`src/rtl/swu_pkg.sv`:
```
// Shared constants and helpers for the sliding-window unit (SWU) line buffer.
// Derived widths, slot count and parameter legality checks used at elaboration.
package swu_pkg;

  function automatic int swu_clog2_min1(input int n);
    int c;
    c = $clog2(n);
    return (c < 1) ? 1 : c;
  endfunction

  function automatic int swu_slots(input int depth, input int mmv);
    return depth / mmv;
  endfunction

  function automatic int swu_addr_w(input int slots);
    return swu_clog2_min1(slots);
  endfunction

  function automatic int swu_cnt_w(input int slots);
    return $clog2(slots + 1);
  endfunction

  function automatic bit swu_px_ok(input int npix, input int ppw);
    return (ppw > 0) && ((npix % ppw) == 0);
  endfunction

  function automatic bit swu_slots_ok(input int slots);
    return slots >= 2;
  endfunction

endpackage

```
`src/rtl/swu_wr_ctrl_if.sv`:
```
// Input stream, credit return and RAM write-port signals of the SWU write controller.
// Widths derive from the buffer geometry so the bus always matches the controller.
interface swu_wr_ctrl_if
  import swu_pkg::*;
#(
  parameter int BUFFER_DEPTH = 20,
  parameter int MMV_IN       = 2
);
  localparam int SLOTS  = swu_slots(BUFFER_DEPTH, MMV_IN);
  localparam int ADDR_W = swu_addr_w(SLOTS);
  localparam int CNT_W  = swu_cnt_w(SLOTS);

  logic              s_valid;
  logic              s_ready;
  logic              restart;
  logic              rd_release;
  logic              wr_en;
  logic [ADDR_W-1:0] wr_addr;
  logic              wr_last;
  logic              full;
  logic              frame_done;
  logic [CNT_W-1:0]  level;
  logic              err_release;

  modport slave (
    input  s_valid, restart, rd_release,
    output s_ready, wr_en, wr_addr, wr_last, full, frame_done, level, err_release
  );

  modport master (
    output s_valid, restart, rd_release,
    input  s_ready, wr_en, wr_addr, wr_last, full, frame_done, level, err_release
  );

endinterface

```
`src/rtl/swu_credit_cntr.sv`:
```
// Saturating credit counter, resets/clears to MAX; inc+dec together cancel.
// One-edge update; an inc at MAX without dec is dropped and latches err_over.
module swu_credit_cntr #(
  parameter int MAX = 10,
  parameter int W   = $clog2(MAX + 1)
) (
  input  logic         aclk,
  input  logic         aresetn,
  input  logic         clr,
  input  logic         inc,
  input  logic         dec,
  output logic [W-1:0] cnt,
  output logic         err_over
);
  localparam logic [W-1:0] CMAX = W'(MAX);
  localparam logic [W-1:0] ONE  = W'(1);

  logic [W-1:0] cnt_q, cnt_d;
  logic         err_q, err_d;

  always_comb begin
    cnt_d = cnt_q;
    err_d = err_q;
    if (clr) begin
      cnt_d = CMAX;
      err_d = 1'b0;
    end else if (inc && !dec) begin
      if (cnt_q == CMAX) err_d = 1'b1;
      else               cnt_d = cnt_q + ONE;
    end else if (dec && !inc) begin
      if (cnt_q != '0) cnt_d = cnt_q - ONE;
    end
  end

  always_ff @(posedge aclk) begin
    if (!aresetn) begin
      cnt_q <= CMAX;
      err_q <= 1'b0;
    end else begin
      cnt_q <= cnt_d;
      err_q <= err_d;
    end
  end

  assign cnt      = cnt_q;
  assign err_over = err_q;

endmodule

```
`src/rtl/swu_wr_ctrl.sv`:
```
// SWU write-side address/credit generator: 0-cycle RAM write in the handshake cycle.
// s_ready drops when no free slot, after frame end, or while restart is high.
module swu_wr_ctrl
  import swu_pkg::*;
#(
  parameter int NPIXELS      = 1024,
  parameter int PX_PER_WORD  = 1,
  parameter int MMV_IN       = 2,
  parameter int BUFFER_DEPTH = 20
) (
  input logic          aclk,
  input logic          aresetn,
  swu_wr_ctrl_if.slave bus
);
  localparam int NWORDS = NPIXELS / PX_PER_WORD;
  localparam int SLOTS  = swu_slots(BUFFER_DEPTH, MMV_IN);
  localparam int ADDR_W = swu_addr_w(SLOTS);
  localparam int CNT_W  = swu_cnt_w(SLOTS);
  localparam int WCNT_W = $clog2(NWORDS + 1);

  localparam logic [ADDR_W-1:0] LAST_ADDR = ADDR_W'(SLOTS - 1);
  localparam logic [ADDR_W-1:0] ADDR_ONE  = ADDR_W'(1);
  localparam logic [WCNT_W-1:0] LAST_WORD = WCNT_W'(NWORDS - 1);
  localparam logic [WCNT_W-1:0] WCNT_ONE  = WCNT_W'(1);
  localparam logic [CNT_W-1:0]  CNT_SLOTS = CNT_W'(SLOTS);

  if (!swu_px_ok(NPIXELS, PX_PER_WORD)) begin : g_bad_px
    $error("swu_wr_ctrl: NPIXELS must be a multiple of PX_PER_WORD");
  end
  if (!swu_slots_ok(SLOTS)) begin : g_bad_slots
    $error("swu_wr_ctrl: BUFFER_DEPTH/MMV_IN must give at least 2 slots");
  end

  logic [ADDR_W-1:0] wr_addr_q, wr_addr_d;
  logic [WCNT_W-1:0] wcnt_q, wcnt_d;
  logic              full_q, full_d;
  logic              done_q, done_d;
  logic [CNT_W-1:0]  free_cnt;
  logic              err_over;
  logic              hs;

  assign bus.s_ready = !bus.restart && !done_q && (free_cnt != '0);
  assign hs          = bus.s_valid && bus.s_ready;
  assign bus.wr_en   = hs;
  assign bus.wr_last = hs && (wcnt_q == LAST_WORD);

  always_comb begin
    wr_addr_d = wr_addr_q;
    wcnt_d    = wcnt_q;
    full_d    = full_q;
    done_d    = done_q;
    if (bus.restart) begin
      wr_addr_d = '0;
      wcnt_d    = '0;
      full_d    = 1'b0;
      done_d    = 1'b0;
    end else if (hs) begin
      // Wrapping past the last slot means every slot has been written once.
      if (wr_addr_q == LAST_ADDR) begin
        wr_addr_d = '0;
        full_d    = 1'b1;
      end else begin
        wr_addr_d = wr_addr_q + ADDR_ONE;
      end
      wcnt_d = wcnt_q + WCNT_ONE;
      if (wcnt_q == LAST_WORD) done_d = 1'b1;
    end
  end

  always_ff @(posedge aclk) begin
    if (!aresetn) begin
      wr_addr_q <= '0;
      wcnt_q    <= '0;
      full_q    <= 1'b0;
      done_q    <= 1'b0;
    end else begin
      wr_addr_q <= wr_addr_d;
      wcnt_q    <= wcnt_d;
      full_q    <= full_d;
      done_q    <= done_d;
    end
  end

  // Counts free slots: a write consumes one, a read-side release returns one.
  swu_credit_cntr #(
    .MAX (SLOTS),
    .W   (CNT_W)
  ) u_credit (
    .aclk     (aclk),
    .aresetn  (aresetn),
    .clr      (bus.restart),
    .inc      (bus.rd_release),
    .dec      (hs),
    .cnt      (free_cnt),
    .err_over (err_over)
  );

  assign bus.wr_addr     = wr_addr_q;
  assign bus.full        = full_q;
  assign bus.frame_done  = done_q;
  assign bus.err_release = err_over;
  assign bus.level       = CNT_SLOTS - free_cnt;

endmodule

```
`src/flat_wrapper.sv`:
```
// flat-port wrapper written by rule: the top's interface ports become plain ports
module swu_wr_ctrl_flat import swu_pkg::*;
#(
  parameter int NPIXELS      = 1024,
  parameter int PX_PER_WORD  = 1,
  parameter int MMV_IN       = 2,
  parameter int BUFFER_DEPTH = 20
)
  (aclk, aresetn, bus_s_valid, bus_restart, bus_rd_release, bus_s_ready, bus_wr_en, bus_wr_addr, bus_wr_last, bus_full, bus_frame_done, bus_level, bus_err_release);
  swu_wr_ctrl_if #(.BUFFER_DEPTH(BUFFER_DEPTH), .MMV_IN(MMV_IN)) bus_i ();
  input logic aclk;
  input logic aresetn;
  input wire logic [$bits(bus_i.s_valid)-1:0] bus_s_valid;
  input wire logic [$bits(bus_i.restart)-1:0] bus_restart;
  input wire logic [$bits(bus_i.rd_release)-1:0] bus_rd_release;
  output wire logic [$bits(bus_i.s_ready)-1:0] bus_s_ready;
  output wire logic [$bits(bus_i.wr_en)-1:0] bus_wr_en;
  output wire logic [$bits(bus_i.wr_addr)-1:0] bus_wr_addr;
  output wire logic [$bits(bus_i.wr_last)-1:0] bus_wr_last;
  output wire logic [$bits(bus_i.full)-1:0] bus_full;
  output wire logic [$bits(bus_i.frame_done)-1:0] bus_frame_done;
  output wire logic [$bits(bus_i.level)-1:0] bus_level;
  output wire logic [$bits(bus_i.err_release)-1:0] bus_err_release;
  assign bus_i.s_valid = bus_s_valid;
  assign bus_i.restart = bus_restart;
  assign bus_i.rd_release = bus_rd_release;
  assign bus_s_ready = bus_i.s_ready;
  assign bus_wr_en = bus_i.wr_en;
  assign bus_wr_addr = bus_i.wr_addr;
  assign bus_wr_last = bus_i.wr_last;
  assign bus_full = bus_i.full;
  assign bus_frame_done = bus_i.frame_done;
  assign bus_level = bus_i.level;
  assign bus_err_release = bus_i.err_release;
  swu_wr_ctrl #(.NPIXELS(NPIXELS), .PX_PER_WORD(PX_PER_WORD), .MMV_IN(MMV_IN), .BUFFER_DEPTH(BUFFER_DEPTH)) u_core (.aclk(aclk), .aresetn(aresetn), .bus(bus_i));
endmodule
```
`config.mk`:
```
export PLATFORM = sky130hd
export DESIGN_NAME = swu_wr_ctrl_flat
export DESIGN_NICKNAME = d
export VERILOG_FILES = /design/src/rtl/swu_pkg.sv /design/src/rtl/swu_wr_ctrl_if.sv /design/src/rtl/swu_credit_cntr.sv /design/src/rtl/swu_wr_ctrl.sv /design/src/flat_wrapper.sv
export SDC_FILE = /design/constraint.sdc
export NUM_CORES = 1
export LEC_CHECK = 0
export ABC_AREA = 1
export CORE_MARGIN = 2
export CORE_UTILIZATION = 48
export DETAILED_ROUTE_END_ITERATION = 6
export GPL_TIMING_DRIVEN = 0
export PLACE_DENSITY = 0.72
export SLEW_MARGIN = 20
export SYNTH_ARGS = -nofsm -noshare
export SYNTH_HDL_FRONTEND = slang
export SYNTH_SLANG_ARGS = --single-unit
```
`constraint.sdc`:
```
create_clock -name aclk -period 3 [get_ports aclk]
set_clock_uncertainty 0.1 [all_clocks]
set_input_delay 0.45 -clock aclk [delete_from_list [all_inputs] [get_ports aclk]]
set_output_delay 0.45 -clock aclk [all_outputs]
set_load 0.005 [all_outputs]
```
* Word-level counts from Yosys, hierarchy flattened
Index checks and enable logic that the tools add are counted.
** Word-level totals
- Register bits :: 22
- Input bits :: 5
- Output and inout port bits :: 14
- Word-level logic and storage cells :: 39
** Cells by class
- Add/sub/neg operators :: 5
- Equal/unequal tests :: 4
- Mux-type cells :: 5
- Bitwise gates (word level) :: 1
- Reduce and logical (&&, ||, !) cells :: 18
** Operators with widths (number)
- two-way mux 4 bit :: 5
- adder 11 x 1 -> 11 bit, second input constant :: 1
- == test 11 x 10 -> 1 bit, second input constant :: 1
- adder 4 x 1 -> 4 bit, second input constant :: 2
- == test 4 bit, second input constant :: 2
- logical AND 1 bit :: 6
- AND reduction 2 bit :: 3
- logical NOT 1 bit :: 4
- nonzero test 2 bit :: 2
- nonzero test 4 bit :: 1
- subtractor 4 x 1 -> 4 bit, second input constant :: 1
- subtractor 4 bit, first input constant :: 1
- AND reduction 3 bit :: 1
- inequality test 2 bit, second input constant :: 1
- OR reduction 2 bit :: 1
- NOT 1 bit :: 1

* Depth between registers and ports, before layout
Gate-level depths: netlist of run 1.
- Word-level depth :: 8
- Depth in mapped cells :: 13
- Mapped depth without buffers :: 12

* By module
A second synthesis of run 1 with hierarchy kept.
** Second synthesis, totals
- Cells, all modules :: 182
- Area total of the unflattened synthesis :: 1257.5 um2
** By module, submodules not included
- swu_wr_ctrl :: instances 1, cells an instance 125, area each 880.8 um2, sequential area each 340.3 um2
- swu_credit_cntr :: instances 1, cells an instance 57, area each 376.6 um2, sequential area each 100.1 um2

* Least setup slack after synthesis of run 1
No wires, ideal clock.
- Path type :: reg2reg
- Start :: register u_core.u_credit.cnt_q[0], in the netlist u_core.u_credit.cnt[0]
- End :: register u_core.u_credit.cnt_q[3], in the netlist u_core.u_credit.cnt[3]
- Setup time :: 0.119 ns
- Arrival :: 2.098 ns
- Required time :: 2.781 ns
- Slack :: 0.684 ns
- Cell stages (with the launch flop) :: 13
- Path buffers :: 1
- Clock period less this slack :: 2.316 ns
- Cells stage by stage :: dfxtp_1 > inv_1 > ha_1 > nand2_2 > nand3_4 > buf_6 > ha_1 > inv_1 > ha_1 > a21oi_1 > nand2_1 > o21ai_0 > nand2_1
** On the way
- Word-level cells in the longest chain between the ends :: 7
- Elaborated cells between the ends (all ways) :: 17
- Those cells by class :: add/sub (2); eq/ne (2); mux (4); reduce/logical (9)
** Ends and longest elaborated chain
- start: declaration :: RTL line swu_credit_cntr.sv:18 : logic [W-1:0] cnt_q, cnt_d;
- start signal: assignment :: RTL line swu_credit_cntr.sv:40 : cnt_q <= cnt_d;
- parallel branches: the longest is 7 deep, another holds subtractor 4 x 1 -> 4 bit
Several ways; the timed one is not identified. The select of a mux whose other input is x is not followed.
A chain may end at the register's enable or synchronous reset.

* Worst setup path in the final report of run 1
- Start :: register u_core.u_credit.cnt_q[0], in the netlist u_core.u_credit.cnt[0]
- End :: output port bus_wr_last
** On the way
- Word-level cells in the longest chain between the ends :: 4
** Ends and longest elaborated chain
- nonzero test 4 bit :: RTL line swu_wr_ctrl.sv:42 : assign bus.s_ready = !bus.restart && !done_q && (free_cnt != '0);
- logical AND 1 bit :: RTL line swu_wr_ctrl.sv:42
- logical AND 1 bit :: RTL line swu_wr_ctrl.sv:43 : assign hs = bus.s_valid && bus.s_ready;
- logical AND 1 bit :: RTL line swu_wr_ctrl.sv:45 : assign bus.wr_last = hs && (wcnt_q == LAST_WORD);
- end: declaration :: RTL line flat_wrapper.sv:19 : output wire logic [$bits(bus_i.wr_last)-1:0] bus_wr_last;
Every way passes these cells.

==> results of run 1 <==
==> metal layers <==
metal | vias up | GRT usage (%) | part of all wire [%]
li1 | 571 | - | -
met1 | 500 | 23.2 | 46
met2 | 28 | 34.5 | 49
met3 | 2 | 3.28 | 4.6
met4 | 0 | 9.17 | 0.47
met5 | - | 0 | 0
==> cells by family (layout without fill, tap and decap cells) <==
family          Yosys count  after routing  share of synthesized area [%]
buf+inv                  26             48                           8.95
fa+ha+maj                 8              8                           8.85
xor+xnor                  7              7                           5.04
simple gates             74             74                           29.2
flops                    22             22                           36.2
compound gates           27             27                           11.7
==> layout make-up <==
| cell class | instances | area [um2] | area share, % |
|---|---|---|---|
| Sequential cell | 22 | 440 | 30.0 |
| Tap cell | 30 | 37.5 | 2.55 |
| Timing Repair Buffer | 18 | 180 | 12.3 |
| Inverter | 22 | 82.6 | 5.62 |
| Multi-Input combinational cell | 116 | 667 | 45.4 |
| Clock buffer | 4 | 36.3 | 2.47 |
| Buffer | 4 | 26.3 | 1.79 |
==> path summary, 6_finish.rpt <==
path                            slack, ns                        to  depth (start not counted)
worst max-delay path                 0.23               bus_wr_last                          8
worst min-delay path                 0.36  u_core.u_credit.err_over                          2
worst max register to register       0.37    u_core.u_credit.cnt[3]                         12
worst min register to register       0.36  u_core.u_credit.err_over                          2
==> critical path: stages, from the launching register on <==
cell and delay (ns):
sky130_fd_sc_hd__dfxtp_1 0.48, sky130_fd_sc_hd__inv_1 0.13, sky130_fd_sc_hd__ha_1 0.26, sky130_fd_sc_hd__nand2_2 0.10, sky130_fd_sc_hd__nand3_4 0.13, sky130_fd_sc_hd__nor2_4 0.12
sky130_fd_sc_hd__nand3_1 0.12, sky130_fd_sc_hd__inv_1 0.08, sky130_fd_sc_hd__clkdlybuf4s50_1 0.49
==> cell usage in the layout (no fill, tap or decap) <==
cell,count
sky130_fd_sc_hd__xnor2_1,2
sky130_fd_sc_hd__a21oi_1,17
sky130_fd_sc_hd__nand2_2,1
sky130_fd_sc_hd__clkdlybuf4s50_1,18
sky130_fd_sc_hd__and3_1,1
sky130_fd_sc_hd__nor2_2,2
sky130_fd_sc_hd__inv_1,21
sky130_fd_sc_hd__clkbuf_8,1
sky130_fd_sc_hd__o21ai_0,7
sky130_fd_sc_hd__nor3_1,1
sky130_fd_sc_hd__buf_6,1
sky130_fd_sc_hd__nor2_4,2
sky130_fd_sc_hd__nor2_1,21
sky130_fd_sc_hd__nor3_2,1
sky130_fd_sc_hd__buf_4,1
sky130_fd_sc_hd__clkbuf_1,2
sky130_fd_sc_hd__nand3_1,12
sky130_fd_sc_hd__xor2_1,5
sky130_fd_sc_hd__a31oi_1,1
sky130_fd_sc_hd__nand2_1,28
sky130_fd_sc_hd__fa_1,1
sky130_fd_sc_hd__clkbuf_4,3
sky130_fd_sc_hd__ha_1,7
sky130_fd_sc_hd__nand3_4,1
sky130_fd_sc_hd__nand3b_2,1
sky130_fd_sc_hd__nand4_1,2
sky130_fd_sc_hd__o21ai_2,1
sky130_fd_sc_hd__inv_2,1
sky130_fd_sc_hd__dfxtp_1,22
sky130_fd_sc_hd__o211ai_1,1
sky130_fd_sc_hd__nand3b_1,1
==> registers in the layout, indices dropped and copies added (netlist names) <==
signal                    flops
u_core.wcnt_q                11
u_core.bus.wr_addr            4
u_core.u_credit.cnt           4
u_core.bus.frame_done         1
u_core.bus.full               1
u_core.u_credit.err_over      1
==> power by group <==
part / switching [mW] / internal (mW)
registers: 0.00924 / 0.298
clock network: 0.0886 / 0.0741
logic: 0.0496 / 0.0478
==> stage by stage <==
stage	setup WS [ns]	area [um2]	util, %	power [mW]
3_3_place_gp	0.291	1430	59.0	0.407
5_1_grt	0.0311	1470	60.4	0.598
4_1_cts	0.203	1470	60.4	0.575
3_5_place_dp	0.206	1430	59.0	0.411
6_report	0.226	1470	60.4	0.567
2_1_floorplan	0.684	1220	-	0.370
==> synth_stat cells (all sizes together) <==
cell type,n
fa,1
nand4,2
o211ai,1
ha,7
dfxtp,22
a31oi,1
xnor2,2
o21ai,8
a21oi,17
and3,1
nor2,25
nand3,13
nor3,2
xor2,5
inv,22
buf,2
nand2,29
clkbuf,2
nand3b,2
==> impl_metrics.yaml, run 1 <==
grt:
  grt_start_max_net_pins: 13
  first_pass_grt_wire_length_mm: 4.15
  grtUsageTotal_pct: 19.7
  overflow: 0
  grt_antenna_before_repair: 0
  via_count_of_the_first_global_routing_pass: 1012
timing:
  fin_crit_ns: 2.77
  fmax_mhz: 360
  setup_total_negative_slack_ns: 0
  worst_hold_slack_ns: 0.361
  finish_stage_setup_viols: 0
  period_share_pct: 92.5
  worst-slew-pin-transition_ns: 0.476
  rsz0062_at_grt: "no"
  hold_violations: 0
  worst_slew_margin_rel_pct: 68.3
  number_of_max_slew_violations_in_the_final_report: 0
logic_synthesis:
  syn_nets: 177
  ys_seq_elements: 22
  post_synth_num_cell_types: 28
  netlist_area_um2: 1220
  post_synth_inst_count: 164
  synth_top_cell_area_share_pct: 36.2
  synth_area_per_cell_um2: 7.42
  synth.yosys.warnings: 0
  yosys.area.top_type: "sky130_fd_sc_hd__dfxtp_1"
  synth.area.top_cells: "sky130_fd_sc_hd__dfxtp_1 36%, sky130_fd_sc_hd__nand2_1 8.6%, sky130_fd_sc_hd__ha_1 7.2%"
  seq_area_frac_synth_pct: 36.2
clock_tree:
  cts_max_path_buffers: 2
  cts_setup_buffers: 0
  cts.root.buffer_cell: "sky130_fd_sc_hd__clkbuf_4"
  cts-resized-gates: 0
  cts_hold_bufs: 0
  tritoncts_clock_tree: "done"
  clkTransAtPathRegs_ns: 0.12
  number_of_levels_the_h_tree_was_split_into: 1
  total_cts_buffers: 3
  clock_sinks: 22
  worst_skew_pair.late_latency_ns: 0.31
power_and_ir_drop:
  p_per_area_nw_per_um2: 386
  vdd.ir_drop.worst_mv: 0.293
  static_leak_nw: 0.554
floorplan:
  placementRows: 18
  die_area_um2: 2950
  die_h_um: 54.3
  floorplan.core_area_um2: 2430
  die_width_um: 54.3
  initial_utilization_pct: 50.0
  io-pin-count: 19
run:
  cap_violations: 0
finish:
  finalNetCount: 200
  antenna-diode-count: 0
  final_cell_count_no_fill: 216
  final_layout_size_suffix_gt1_share_pct: 8.60
  flow.area_growth_from_synthesis_pct: 20.9
  number_of_inserted_filler_cells_in_the_final_layout: 235
status:
  status: "complete, no violations"
critical_path:
  cp.arrival_ns: 2.22
  start_kind: "flip-flop"
  startpoint_of_the_lowest_slack_register_to_register_path: "u_core.u_credit.cnt[0]"
  worst-endpoint-required_ns: 2.45
  cp-startpoint: "u_core.u_credit.cnt[0]"
  endpoint_kind: "output port"
  cp_class: "reg -> out"
  critical_path.max_fanout: 6
route:
  detail_route.first_pass.iterations: 4
  routedWlPerCell_um: 11.7
  vias: 1101
  wirelength_mm: 2.54
  detail-route-antenna-nets: 0
  number_of_drc_violations_after_detailed_routing: 0
  dr.first_iter.drc_count: 30
  via_per_inst: 5.10
place:
  port_buffers: 18
  routabilityCongestion: 0.735
  place.detailed.hpwl_mm: 1.93
  post-place-cells: 212
hold_path:
  worst_hold_path_type: "reg -> reg"
  hold_start: "u_core.u_credit.err_over"
Power figures use the tool's default switching activity.
==> run 2, diff against run 1 <==
CORE_ASPECT_RATIO = 1.5   (was unset)
==> run 2 against run 1 <==
  * Core utilization decreased by 0.060 points
  * Worst setup slack gained 0.0037 ns
  * Global-route usage fell by 0.39 points
  * First-iteration DRC count down 23%
  * Fmax rose by 0.13%
  * Sequential power barely moved
==> impl_metrics.yaml, run 2 (synthesized netlist as in run 1, its figures left out) <==
critical_path:
  critPathMostFrequentCell: "sky130_fd_sc_hd__inv_1"
  critPathBufInv: 3
  cp.arrival_ns: 2.22
  cpMaxStageDelayCell: "sky130_fd_sc_hd__dfxtp_1"
  setup.reg_to_reg.worst_slack_ns: 0.39
  max_stage_delay_ns: 0.49
  cp_class: "reg -> out"
  cp_top_family: "buffers and inverters"
  start_kind: "flip-flop"
  worstPathCellList: "inv_1, ha_1, nand2_2, nand3_4, nor2_4, nand3_1, inv_1, clkdlybuf4s50_1"
  critical_path.max_fanout: 6
  endpoint_kind: "output port"
  worst-endpoint-required_ns: 2.45
route:
  via_per_inst: 5.24
  vias: 1101
  detail_route.first_pass.iterations: 4
  routedWlPerCell_um: 12.2
  dr.first_iter.drc_count: 23
  number_of_drc_violations_after_detailed_routing: 0
  wirelength_mm: 2.57
  detail-route-antenna-nets: 0
finish:
  flow.area_growth_from_synthesis_pct: 20.3
  multi_input_area_um2: 667
  final_layout_size_suffix_gt1_share_pct: 8.60
  layout.cells.most_common: "sky130_fd_sc_hd__nand2_1"
  largest-register: "u_core.wcnt_q"
  regArea_um2: 440
  finalNetCount: 200
  antenna-diode-count: 0
  final_cell_mix: "28 x sky130_fd_sc_hd__nand2_1, 22 x sky130_fd_sc_hd__dfxtp_1, 21 x sky130_fd_sc_hd__nor2_1, 21 x sky130_fd_sc_hd__inv_1, 18 x sky130_fd_sc_hd__clkdlybuf4s50_1"
  number_of_inserted_filler_cells_in_the_final_layout: 235
  largest_register_ffs: 11
grt:
  grt_start_max_net_pins: 13
  first_pass_grt_wire_length_mm: 4.28
  grtUsageTotal_pct: 19.3
  grt_antenna_before_repair: 0
  via_count_of_the_first_global_routing_pass: 1002
  overflow: 0
timing:
  hold_violations: 0
  rsz0062_at_grt: "no"
  setup_total_negative_slack_ns: 0
  fin_crit_ns: 2.77
  worst_slew_margin_rel_pct: 66.2
  worst-slew-pin-transition_ns: 0.507
  fmax_mhz: 361
  finish_stage_setup_viols: 0
  timing.final.ws_setup_ns: 0.230
  worst_hold_slack_ns: 0.377
  number_of_max_slew_violations_in_the_final_report: 0
  period_share_pct: 92.3
clock_tree:
  cts.root.buffer_cell: "sky130_fd_sc_hd__clkbuf_4"
  cts_hold_bufs: 0
  number_of_levels_the_h_tree_was_split_into: 1
  tritoncts_clock_tree: "done"
  clock_sinks: 22
  worst_skew_pair.late_latency_ns: 0.31
  cts_setup_buffers: 0
  cts-resized-gates: 0
  clkTransAtPathRegs_ns: 0.12
  cts_max_path_buffers: 2
  total_cts_buffers: 3
hold_path:
  worst_hold_path_type: "reg -> reg"
floorplan:
  initial_utilization_pct: 50.2
  die_width_um: 45.1
  die_h_um: 65.6
  placementRows: 22
  die_area_um2: 2960
  floorplan.core_area_um2: 2420
  io-pin-count: 19
status:
  status: "complete, no violations"
run:
  cap_violations: 0
power_and_ir_drop:
  vdd.ir_drop.worst_mv: 0.244
  static_leak_nw: 0.554
  p_per_area_nw_per_um2: 390
place:
  port_buffers: 18
  dp_worst_setup_slack_ns: 0.265
  routabilityCongestion: 0.774
  place.detailed.hpwl_mm: 2.02
## run 2: cell counts in the layout (fill, tap and decap cells not counted)
No cell type changed its count.
## run 2: power breakdown
part / switching, mW / internal [mW] / leakage [nW]
sequential: 0.00943 / 0.298 / 0.178
combinational: 0.0493 / 0.0478 / 0.355
clock: 0.0921 / 0.0741 / 0.0210
## run 2: worst paths after layout
check | start | to | depth (start not counted)
worst max register to register | u_core.u_credit.cnt[0] | u_core.u_credit.cnt[3] | 12
worst min-delay path | u_core.wcnt_q[10] | u_core.wcnt_q[10] | 2
worst max-delay path | u_core.u_credit.cnt[0] | bus_wr_last | 8
worst min register to register | u_core.wcnt_q[10] | u_core.wcnt_q[10] | 2
## run 2: worst reg2reg max path: stages (launching register included)
cell and delay [ns]:
sky130_fd_sc_hd__dfxtp_1 0.49, sky130_fd_sc_hd__inv_1 0.14, sky130_fd_sc_hd__ha_1 0.26, sky130_fd_sc_hd__nand2_2 0.09, sky130_fd_sc_hd__nand3_4 0.13, sky130_fd_sc_hd__buf_6 0.19
sky130_fd_sc_hd__ha_1 0.23, sky130_fd_sc_hd__inv_1 0.15, sky130_fd_sc_hd__ha_1 0.29, sky130_fd_sc_hd__a21oi_1 0.14, sky130_fd_sc_hd__nand2_1 0.08, sky130_fd_sc_hd__o21ai_0 0.17
sky130_fd_sc_hd__nand2_1 0.06
## run 2: per-layer routing
metal  GRT usage [%]  routed length, um  vias to the layer above
met4            9.19                 63                        0
met2            34.5               1330                       18
li1                -                  -                      575
met3            3.30                 76                        6
met5               0                  0                        -
met1            20.9               1090                      502
## run 2: final cells by class
class,instances,area share (%)
buffer,4,1.80
clock buffer,4,2.48
inverter,22,5.65
multi-input combinational,116,45.6
sequential,22,30.1
tap,24,2.05
timing repair buffer,18,12.3
## run 2: through the flow
stage	utilization, %	total power [mW]	instances	instance area [um2]
floorplan	-	0.370	164	1220
finish	60.4	0.571	210	1460
global placement	58.9	0.408	206	1430
detailed placement	58.9	0.412	206	1430
global route	60.4	0.599	210	1460
CTS	60.4	0.577	210	1460
==> run 3, diff against run 2 <==
CORE_UTILIZATION = 40   (was 48)
PLACE_DENSITY = unset   (was 0.72)
==> run 3 against run 2 <==
  * Worst setup slack gained 0.072 ns
  * Combinational power decreased by 1%
  * Clock-buffer cell count fell by 1
  * Core utilization fell by 9.4 points
  * Critical path type unchanged
  * Non-clock buffer count did not move
  * Die area increased by 18%
==> impl_metrics.yaml, run 3 (synthesized netlist as in run 1, its figures left out) <==
status:
  status: "complete, no violations"
clock_tree:
  clkTransAtPathRegs_ns: 0.08
  cts-resized-gates: 0
  total_cts_buffers: 3
  cts_max_path_buffers: 2
  worst_skew_pair.late_latency_ns: 0.26
  cts_setup_buffers: 0
  number_of_levels_the_h_tree_was_split_into: 1
  clock_sinks: 22
  tritoncts_clock_tree: "done"
  cts.root.buffer_cell: "sky130_fd_sc_hd__clkbuf_8"
  cts_hold_bufs: 0
run:
  cap_violations: 0
timing:
  worst_slew_margin_rel_pct: 63.5
  fmax_mhz: 371
  finish_stage_setup_viols: 0
  fin_crit_ns: 2.70
  worst-slew-pin-transition_ns: 0.547
  number_of_max_slew_violations_in_the_final_report: 0
  setup_total_negative_slack_ns: 0
  hold_violations: 0
  period_share_pct: 89.9
  rsz0062_at_grt: "no"
  timing.final.ws_setup_ns: 0.302
finish:
  finalNetCount: 200
  final_cell_mix: "28 x sky130_fd_sc_hd__nand2_1, 22 x sky130_fd_sc_hd__dfxtp_1, 21 x sky130_fd_sc_hd__nor2_1, 21 x sky130_fd_sc_hd__inv_1, 18 x sky130_fd_sc_hd__clkdlybuf4s50_1"
  layout.cells.most_common: "sky130_fd_sc_hd__nand2_1"
  number_of_inserted_filler_cells_in_the_final_layout: 297
  final_cell_count_no_fill: 224
  antenna-diode-count: 0
  final_layout_size_suffix_gt1_share_pct: 8.11
  largest-register: "u_core.wcnt_q"
  largest_register_ffs: 11
  flow.area_growth_from_synthesis_pct: 22.2
floorplan:
  die_h_um: 71.5
  die_area_um2: 3510
  floorplan.core_area_um2: 2910
  die_width_um: 49.0
  initial_utilization_pct: 41.8
  io-pin-count: 19
  placementRows: 24
place:
  place.detailed.hpwl_mm: 1.95
  port_buffers: 18
  routabilityCongestion: 0.765
  post-place-cells: 221
  dp_worst_setup_slack_ns: 0.280
critical_path:
  critical_path.max_fanout: 6
  worst-endpoint-required_ns: 2.45
  worstPathCellList: "inv_1, ha_1, nand2_2, nand3_4, nor2_4, nand3_1, inv_1, clkdlybuf4s50_1"
  cp_top_family: "buffers and inverters"
  max_stage_delay_ns: 0.50
  start_kind: "flip-flop"
  critPathMostFrequentCell: "sky130_fd_sc_hd__inv_1"
  cpMaxStageDelayCell: "sky130_fd_sc_hd__clkdlybuf4s50_1"
  cp_class: "reg -> out"
  critPathBufInv: 3
  endpoint_kind: "output port"
  cp.arrival_ns: 2.15
grt:
  via_count_of_the_first_global_routing_pass: 1056
  grt_start_max_net_pins: 12
  first_pass_grt_wire_length_mm: 4.55
  grtUsageTotal_pct: 16.6
  overflow: 0
  grt_antenna_before_repair: 0
route:
  detail_route.first_pass.iterations: 4
  vias: 1084
  number_of_drc_violations_after_detailed_routing: 0
  wirelength_mm: 2.52
  via_per_inst: 4.84
  routedWlPerCell_um: 11.3
  dr.first_iter.drc_count: 24
  detail-route-antenna-nets: 0
hold_path:
  worst_hold_path_type: "reg -> reg"
power_and_ir_drop:
  p_per_area_nw_per_um2: 393
  vdd.ir_drop.worst_mv: 0.214
  static_leak_nw: 0.555
## run 3: cell count changes in the layout (fill, tap and decap cells not counted)
cell,previous run,this run
sky130_fd_sc_hd__clkbuf_8,1,3
sky130_fd_sc_hd__clkbuf_4,3,0
## run 3: per-stage QoR
stage          power (mW)  instance area [um2]  hold WS (ns)  utilization [%]
3_5_place_dp        0.410                 1450         0.360             49.6
5_1_grt             0.617                 1490         0.394             51.0
4_1_cts             0.592                 1490         0.372             51.0
3_3_place_gp        0.409                 1450         0.340             49.6
2_1_floorplan       0.370                 1220         0.340                -
6_report            0.585                 1490         0.368             51.0
## run 3: layer usage
layer	vias up	global-route usage (%)	share of wire, %
li1	573	-	-
met1	493	19.0	43
met2	16	29.4	53
met3	2	2.71	3.3
met4	0	8.89	0.83
met5	-	0	0
## run 3: cell type report
class / instances / area (um2) / area share, %
inverter: 22 / 82.6 / 5.56
tap: 39 / 48.8 / 3.28
clock buffer: 3 / 41.3 / 2.78
buffer: 4 / 26.3 / 1.77
timing repair buffer: 18 / 180 / 12.1
sequential: 22 / 440 / 29.6
multi-input combinational: 116 / 667 / 44.9
## run 3: power by group
part,internal [mW],switching [mW]
sequential,0.298,0.00937
clock,0.0895,0.0923
combinational,0.0476,0.0484
## run 3: worst paths after layout
path	from	end	slack, ns	cells after the start
min	u_core.u_credit.err_over	u_core.u_credit.err_over	0.37	2
max reg2reg	u_core.u_credit.cnt[0]	u_core.u_credit.cnt[3]	0.43	12
max	u_core.u_credit.cnt[0]	bus_wr_last	0.30	8
min reg2reg	u_core.u_credit.err_over	u_core.u_credit.err_over	0.37	2
## run 3: tightest hold or removal path: stages, from the launching register on
cell and delay, ns:
sky130_fd_sc_hd__dfxtp_1 0.32, sky130_fd_sc_hd__inv_1 0.05, sky130_fd_sc_hd__a21oi_1 0.05
